## config.mk

```make
export PLATFORM = sky130hd
export DESIGN_NAME = hlsm_driver_flat
export DESIGN_NICKNAME = d
export VERILOG_FILES = /design/src/rtl/hlsm_driver_if.sv /design/src/rtl/hlsm_driver.sv /design/src/flat_wrapper.sv
export SDC_FILE = /design/constraint.sdc
export NUM_CORES = 1
export LEC_CHECK = 0
export CELL_PAD_IN_SITES_DETAIL_PLACEMENT = 1
export CELL_PAD_IN_SITES_GLOBAL_PLACEMENT = 1
export CORE_MARGIN = 8
export CORE_UTILIZATION = 32
export CTS_CLUSTER_DIAMETER = 150
export DETAILED_ROUTE_END_ITERATION = 12
export PLACE_DENSITY_LB_ADDON = 0.1
export SLEW_MARGIN = 30
export SYNTH_ARGS = -nofsm -noshare
export SYNTH_HDL_FRONTEND = slang
export SYNTH_SLANG_ARGS = --single-unit
```

## constraint.sdc

```tcl
create_clock -name Clk -period 3 [get_ports Clk]
set_input_delay 0.3 -clock Clk [delete_from_list [all_inputs] [get_ports Clk]]
set_output_delay 0.3 -clock Clk [all_outputs]
set_load 0.02 [all_outputs]
```

## src/rtl/hlsm_driver_if.sv

```systemverilog
// hlsm_driver_if
// Bundles every non-clock/reset signal of hlsm_driver.
//   in_*    : operand-set handshake from the producer (in_valid/in_ready, in_a..in_g)
//   hlsm_*  : start/operands to the downstream datapath FSM, done/results back
//   out_*   : result handshake to the consumer (out_valid/out_ready, out_k, out_l, out_err)
//   busy, job_count : status
// Modport master is the driver side; slave is the environment (producer, FSM, consumer).
interface hlsm_driver_if #(
   parameter int unsigned W = 16
);
   logic         in_valid;
   logic         in_ready;
   logic [W-1:0] in_a, in_b, in_c, in_d, in_e, in_f, in_g;
   logic         hlsm_start;
   logic [W-1:0] hlsm_a, hlsm_b, hlsm_c, hlsm_d, hlsm_e, hlsm_f, hlsm_g;
   logic         hlsm_done;
   logic [W-1:0] hlsm_k, hlsm_l;
   logic         out_valid;
   logic         out_ready;
   logic [W-1:0] out_k, out_l;
   logic         out_err;
   logic         busy;
   logic [7:0]   job_count;

   modport master (
      input  in_valid, in_a, in_b, in_c, in_d, in_e, in_f, in_g,
      input  hlsm_done, hlsm_k, hlsm_l, out_ready,
      output in_ready, hlsm_start,
      output hlsm_a, hlsm_b, hlsm_c, hlsm_d, hlsm_e, hlsm_f, hlsm_g,
      output out_valid, out_k, out_l, out_err, busy, job_count
   );

   modport slave (
      output in_valid, in_a, in_b, in_c, in_d, in_e, in_f, in_g,
      output hlsm_done, hlsm_k, hlsm_l, out_ready,
      input  in_ready, hlsm_start,
      input  hlsm_a, hlsm_b, hlsm_c, hlsm_d, hlsm_e, hlsm_f, hlsm_g,
      input  out_valid, out_k, out_l, out_err, busy, job_count
   );
endinterface

```

## src/rtl/hlsm_driver.sv

```systemverilog
// hlsm_driver
// Accepts an operand set, holds it on hlsm_a..g with hlsm_start high while the
// downstream FSM computes k=(a*b+c*d)/e and l=f/g, captures the results on Done
// (or aborts with out_err after TIMEOUT cycles), then drops start for one GAP
// cycle so the FSM parks before the next job.
// Ports:
//   Clk : clock, all state updates on posedge
//   Rst : asynchronous active-low reset
//   bus : hlsm_driver_if.master (input/FSM/output handshakes and status)
module hlsm_driver #(
   parameter int unsigned W       = 16,
   parameter int unsigned TIMEOUT = 31
) (
   input  logic          Clk,
   input  logic          Rst,
   hlsm_driver_if.master bus
);
   typedef enum logic [1:0] {
      IDLE = 2'd0,
      RUN  = 2'd1,
      GAP  = 2'd2
   } state_t;

   localparam logic [7:0] TMO = TIMEOUT[7:0];

   state_t       state;
   logic [7:0]   cnt;
   logic         start_q;
   logic [W-1:0] op_q [7];
   logic [W-1:0] k_q, l_q;
   logic         err_q;
   logic         ov_q;
   logic [7:0]   jobs_q;

   logic ready;
   logic accept;
   logic drain;

   // A pending result may be drained on the same edge a new job is accepted.
   assign ready  = (state == IDLE) && (!ov_q || bus.out_ready);
   assign accept = bus.in_valid && ready;
   assign drain  = ov_q && bus.out_ready;

   always_ff @(posedge Clk or negedge Rst) begin
      if (!Rst) begin
         state   <= IDLE;
         cnt     <= '0;
         start_q <= 1'b0;
         for (int unsigned i = 0; i < 7; i++) begin
            op_q[i] <= '0;
         end
         k_q     <= '0;
         l_q     <= '0;
         err_q   <= 1'b0;
         ov_q    <= 1'b0;
         jobs_q  <= '0;
      end else begin
         if (drain) begin
            ov_q <= 1'b0;
         end
         unique case (state)
            IDLE: begin
               if (accept) begin
                  op_q[0] <= bus.in_a;
                  op_q[1] <= bus.in_b;
                  op_q[2] <= bus.in_c;
                  op_q[3] <= bus.in_d;
                  op_q[4] <= bus.in_e;
                  op_q[5] <= bus.in_f;
                  op_q[6] <= bus.in_g;
                  cnt     <= '0;
                  start_q <= 1'b1;
                  state   <= RUN;
               end
            end
            RUN: begin
               if (cnt != 8'hFF) begin
                  cnt <= cnt + 8'd1;
               end
               // At cnt=0 Done is still the previous job's registered value.
               // Done is checked before the timeout so it wins a tie.
               if ((cnt != 8'd0) && bus.hlsm_done) begin
                  k_q     <= bus.hlsm_k;
                  l_q     <= bus.hlsm_l;
                  err_q   <= 1'b0;
                  ov_q    <= 1'b1;
                  jobs_q  <= jobs_q + 8'd1;
                  start_q <= 1'b0;
                  state   <= GAP;
               end else if (cnt == TMO) begin
                  k_q     <= '0;
                  l_q     <= '0;
                  err_q   <= 1'b1;
                  ov_q    <= 1'b1;
                  start_q <= 1'b0;
                  state   <= GAP;
               end
            end
            GAP: begin
               state <= IDLE;
            end
            default: begin
               state <= IDLE;
            end
         endcase
      end
   end

   assign bus.in_ready   = ready;
   assign bus.hlsm_start = start_q;
   assign bus.hlsm_a     = op_q[0];
   assign bus.hlsm_b     = op_q[1];
   assign bus.hlsm_c     = op_q[2];
   assign bus.hlsm_d     = op_q[3];
   assign bus.hlsm_e     = op_q[4];
   assign bus.hlsm_f     = op_q[5];
   assign bus.hlsm_g     = op_q[6];
   assign bus.out_valid  = ov_q;
   assign bus.out_k      = k_q;
   assign bus.out_l      = l_q;
   assign bus.out_err    = err_q;
   assign bus.busy       = (state != IDLE);
   assign bus.job_count  = jobs_q;
endmodule

```

## src/flat_wrapper.sv

```systemverilog
// flat-port wrapper written by rule: the top's interface ports become plain ports
module hlsm_driver_flat 
#(
   parameter int unsigned W       = 16,
   parameter int unsigned TIMEOUT = 31
)
  (Clk, Rst, bus_in_valid, bus_in_a, bus_in_b, bus_in_c, bus_in_d, bus_in_e, bus_in_f, bus_in_g, bus_hlsm_done, bus_hlsm_k, bus_hlsm_l, bus_out_ready, bus_in_ready, bus_hlsm_start, bus_hlsm_a, bus_hlsm_b, bus_hlsm_c, bus_hlsm_d, bus_hlsm_e, bus_hlsm_f, bus_hlsm_g, bus_out_valid, bus_out_k, bus_out_l, bus_out_err, bus_busy, bus_job_count);
  hlsm_driver_if #(.W(W)) bus_i ();
  input  logic Clk;
  input  logic Rst;
  input wire logic [$bits(bus_i.in_valid)-1:0] bus_in_valid;
  input wire logic [$bits(bus_i.in_a)-1:0] bus_in_a;
  input wire logic [$bits(bus_i.in_b)-1:0] bus_in_b;
  input wire logic [$bits(bus_i.in_c)-1:0] bus_in_c;
  input wire logic [$bits(bus_i.in_d)-1:0] bus_in_d;
  input wire logic [$bits(bus_i.in_e)-1:0] bus_in_e;
  input wire logic [$bits(bus_i.in_f)-1:0] bus_in_f;
  input wire logic [$bits(bus_i.in_g)-1:0] bus_in_g;
  input wire logic [$bits(bus_i.hlsm_done)-1:0] bus_hlsm_done;
  input wire logic [$bits(bus_i.hlsm_k)-1:0] bus_hlsm_k;
  input wire logic [$bits(bus_i.hlsm_l)-1:0] bus_hlsm_l;
  input wire logic [$bits(bus_i.out_ready)-1:0] bus_out_ready;
  output wire logic [$bits(bus_i.in_ready)-1:0] bus_in_ready;
  output wire logic [$bits(bus_i.hlsm_start)-1:0] bus_hlsm_start;
  output wire logic [$bits(bus_i.hlsm_a)-1:0] bus_hlsm_a;
  output wire logic [$bits(bus_i.hlsm_b)-1:0] bus_hlsm_b;
  output wire logic [$bits(bus_i.hlsm_c)-1:0] bus_hlsm_c;
  output wire logic [$bits(bus_i.hlsm_d)-1:0] bus_hlsm_d;
  output wire logic [$bits(bus_i.hlsm_e)-1:0] bus_hlsm_e;
  output wire logic [$bits(bus_i.hlsm_f)-1:0] bus_hlsm_f;
  output wire logic [$bits(bus_i.hlsm_g)-1:0] bus_hlsm_g;
  output wire logic [$bits(bus_i.out_valid)-1:0] bus_out_valid;
  output wire logic [$bits(bus_i.out_k)-1:0] bus_out_k;
  output wire logic [$bits(bus_i.out_l)-1:0] bus_out_l;
  output wire logic [$bits(bus_i.out_err)-1:0] bus_out_err;
  output wire logic [$bits(bus_i.busy)-1:0] bus_busy;
  output wire logic [$bits(bus_i.job_count)-1:0] bus_job_count;
  assign bus_i.in_valid = bus_in_valid;
  assign bus_i.in_a = bus_in_a;
  assign bus_i.in_b = bus_in_b;
  assign bus_i.in_c = bus_in_c;
  assign bus_i.in_d = bus_in_d;
  assign bus_i.in_e = bus_in_e;
  assign bus_i.in_f = bus_in_f;
  assign bus_i.in_g = bus_in_g;
  assign bus_i.hlsm_done = bus_hlsm_done;
  assign bus_i.hlsm_k = bus_hlsm_k;
  assign bus_i.hlsm_l = bus_hlsm_l;
  assign bus_i.out_ready = bus_out_ready;
  assign bus_in_ready = bus_i.in_ready;
  assign bus_hlsm_start = bus_i.hlsm_start;
  assign bus_hlsm_a = bus_i.hlsm_a;
  assign bus_hlsm_b = bus_i.hlsm_b;
  assign bus_hlsm_c = bus_i.hlsm_c;
  assign bus_hlsm_d = bus_i.hlsm_d;
  assign bus_hlsm_e = bus_i.hlsm_e;
  assign bus_hlsm_f = bus_i.hlsm_f;
  assign bus_hlsm_g = bus_i.hlsm_g;
  assign bus_out_valid = bus_i.out_valid;
  assign bus_out_k = bus_i.out_k;
  assign bus_out_l = bus_i.out_l;
  assign bus_out_err = bus_i.out_err;
  assign bus_busy = bus_i.busy;
  assign bus_job_count = bus_i.job_count;
  hlsm_driver #(.W(W), .TIMEOUT(TIMEOUT)) u_core (.Clk(Clk), .Rst(Rst), .bus(bus_i));
endmodule
```

==> metrics.txt <==
Slowest cell on crit path clkdlybuf4s50_1; dpl hpwl 17200 um; sw power 4.65 mW; register area share after synthesis 65.2%; Syn Nets 796; critical path startpoint category flip-flop; Hold Crit Class in2reg; Critical Path RT 2700 ps; Yosys top cell by area dfrtp_1; crit-path leading delay family buffers and inverters; Syn Area/Cell 9.84 um^2; cell-internal power 7.10 mW; final period utilization 79.7%; clock network fraction of total power 18.7%; post-route minimum period 2390 ps; synthesized flop and latch total 165; mux cell area share after synthesis 0.178%; final hold vios 0; Vias/cell 4.63; Routed WL 22900 um; CTS Buf Count 17; initial antenna violation count 1; Post-synth top cells 341 x nand2_1, 165 x dfrtp_1, 28 x a22o_1, 22 x clkbuf_1, 9 x nand3_1; outcome finished clean; Sw Ratio 39.6%; Critical Path AT 2090 ps; Async S/R FF share, synth 100%; PwrDens 1140 nW/um^2; Post-synth EDFFs 0; vias in the first global route 6204; compound-gate portion of the synthesized area 6.54%; Root Driver clkbuf_16; Pins Over Slew Limit 0; DRT antenna net count 0; share of layout cells above drive strength 1 5.33%; post-synth cell types 39; combinational power share 48.3%; CP Max Fanout 4; IO Port Bufs 305; fraction of the mapped netlist area in adder cells 0.592%; top_reg_cell synth dfrtp_1; R2R Path Start u_core.cnt[0]; clock skew 11.4 ps; part of the power in registers 33.0%; Worst Setup Path Type reg2out; Yosys top cell area share 65.2%; Synth Cell Area 6340 um^2; relative slew slack 35.7%; global route overflow 0; post-route cell area 10300 um^2; R2R depth 7; synthesis-to-finish area growth 62.4%; pin count of the biggest net entering global routing 120; Leak 4.88 nW; Wirelength per Cell 18.7 um; Core Box Area 19500 um^2; Post CTS Setup Buffer Count 0; Place WS 711 ps; Chip Height 157 um; drt first-iter violations 265; CTS max path bufs 2; Core Util, Final 52.9%; Setup crit end kind primary output; global-route wire length before repair 35600 um; Simple-Gate Fraction of Synth Area 23.7%; f_max 0.418 GHz; Initial Util 32.6%; Worst R2R Setup Slack 750 ps; DR DRC count 0; WHS Endpoint u_core.bus.hlsm_f[11]; worst r2r dst u_core.bus.job_count[3]; most common cell in the netlist nand2_1; Die Area 24600 um^2; CTS H-Tree Depth 4; start point of the worst hold path bus_in_f[11]; Net count, final 1095; number of core rows 51; CTS tree built; Tot GR Track Use 18.9%; ranking of synthesized cells by area dfrtp_1 65%, nand2_1 20%, a22o_1 3.9%; clk_lat worst skew 420 ps; worst path bufs/invs 1; xor/xnor cell area share of the yosys netlist 0.967%; Yosys warning total 0; drt first pass iters 4; WHS Path Cells 3; Cells after Synth 644; Ports 306; Placer Congestion 0.794; DR vias 5662; die width 157 um; final setup vio count 0; Critical Path Source u_core.state[1]; # Max-Cap Violations 0; # clock sinks 165; RSZ-0062 raised after global routing no; setup ws final 609 ps; Worst-Margin Slew 964 ps; Worst-path clk slew 60 ps; Placement Cell Area 9680 um^2; worst path cell trace nor2_1, and2_1, clkdlybuf4s50_1; largest family of logic cells by synthesized area simple AND/OR/NAND/NOR gates; setup TNS 0 ps; Peak VDD IR 0.489 mV; slowest stage delay, CP 640 ps
==> per-stage QoR <==
stage	instances	hold slack (ps)	total power [mW]
after floorplan	644	4.41	6.67
after global placement	1188	303	9.47
after detailed placement	1188	299	9.71
after CTS	1221	382	12.0
after global routing	1222	399	12.5
final	1222	404	11.8
==> final cells by class <==
type / count / area, um^2
clock inverter: 10 / 123
multi-input combinational: 440 / 2050
fill: 2167 / 9170
timing repair buffer: 314 / 3170
inverter: 5 / 18.8
antenna: 1 / 2.50
sequential: 165 / 4130
clock buffer: 22 / 474
tap: 265 / 332
==> repair_timing <==
| action | in CTS | in global routing |
|---|---|---|
| gates resized for setup | 0 | 0 |
| hold buffers | 1 | 0 |
| hold endpoints to repair | 54 | 0 |
==> worst register-to-register path, stage by stage, from the launching register on <==
cell     delay, ps
dfrtp_1        440
inv_1           80
ha_1           130
or4b_4         460
o211a_1        440
buf_4          340
nand4_1        140
xnor2_1        140
==> cells by family (layout without fill, tap and decap cells) <==
group                    count (synthesis)  in the layout
buffers and inverters                   39            351
multiplexers                             1              1
AO/OA/AOI/OAI                           50             50
AND/OR/NAND/NOR                        379            379
adder cells (fa/ha/maj)                  3              3
other                                    0              1
XOR/XNOR                                 7              7
flip-flops                             165            165
==> state kept, by name (all words and copies together), names as in the netlist <==
name                   flops
u_core.bus.hlsm_f         16
u_core.bus.hlsm_start      1
u_core.bus.hlsm_a         16
u_core.bus.out_valid       1
u_core.bus.hlsm_c         16
u_core.bus.out_k          16
u_core.bus.out_l          16
u_core.bus.job_count       8
u_core.bus.hlsm_e         16
u_core.bus.hlsm_d         16
u_core.bus.hlsm_g         16
u_core.cnt                 8
u_core.state               2
u_core.bus.out_err         1
u_core.bus.hlsm_b         16
==> worst max path at each step <==
stage,end,cells past startpoint
floorplan,u_core.bus.job_count[1],6
global placement,u_core.cnt[3],6
detailed placement,u_core.bus.job_count[3],7
CTS,bus_in_ready,3
global route,bus_in_ready,3
finish,bus_in_ready,3
==> power by group through the flow <==
stage	registers (mW)	clock network [mW]	logic, mW
finish	3.87	2.20	5.68
floorplan	5.03	0	1.64
global route	4.02	2.36	6.14
global placement	3.84	0	5.63
detailed placement	3.92	0	5.78
CTS	3.89	2.26	5.82
==> routing by layer <==
layer	routed length (um)	global-route usage, %	vias up
met1	8930	20.9	2810
li1	-	-	2648
met4	583	7.51	0
met2	11900	32.9	171
met3	1510	6.18	33
met5	0	0	-
==> layout by cell type (no fill, tap or decap), types with 3 or more instances in the layout <==
cell type,synthesis,final
a22o_1,28,28
dfrtp_1,165,165
xor2_1,3,3
o211ai_1,3,3
clkbuf_8,0,3
buf_12,0,3
xnor2_1,4,4
clkdlybuf4s50_1,0,304
nand4_1,3,3
and3_1,5,4
a22o_2,4,4
clkinv_4,0,5
buf_4,0,4
nand2_1,341,341
clkbuf_16,0,17
inv_1,4,4
nor2_1,7,7
nand3_1,9,8
a21oi_1,3,3
ha_1,3,3
o21ai_0,3,3
Power figures use the tool's default switching activity.
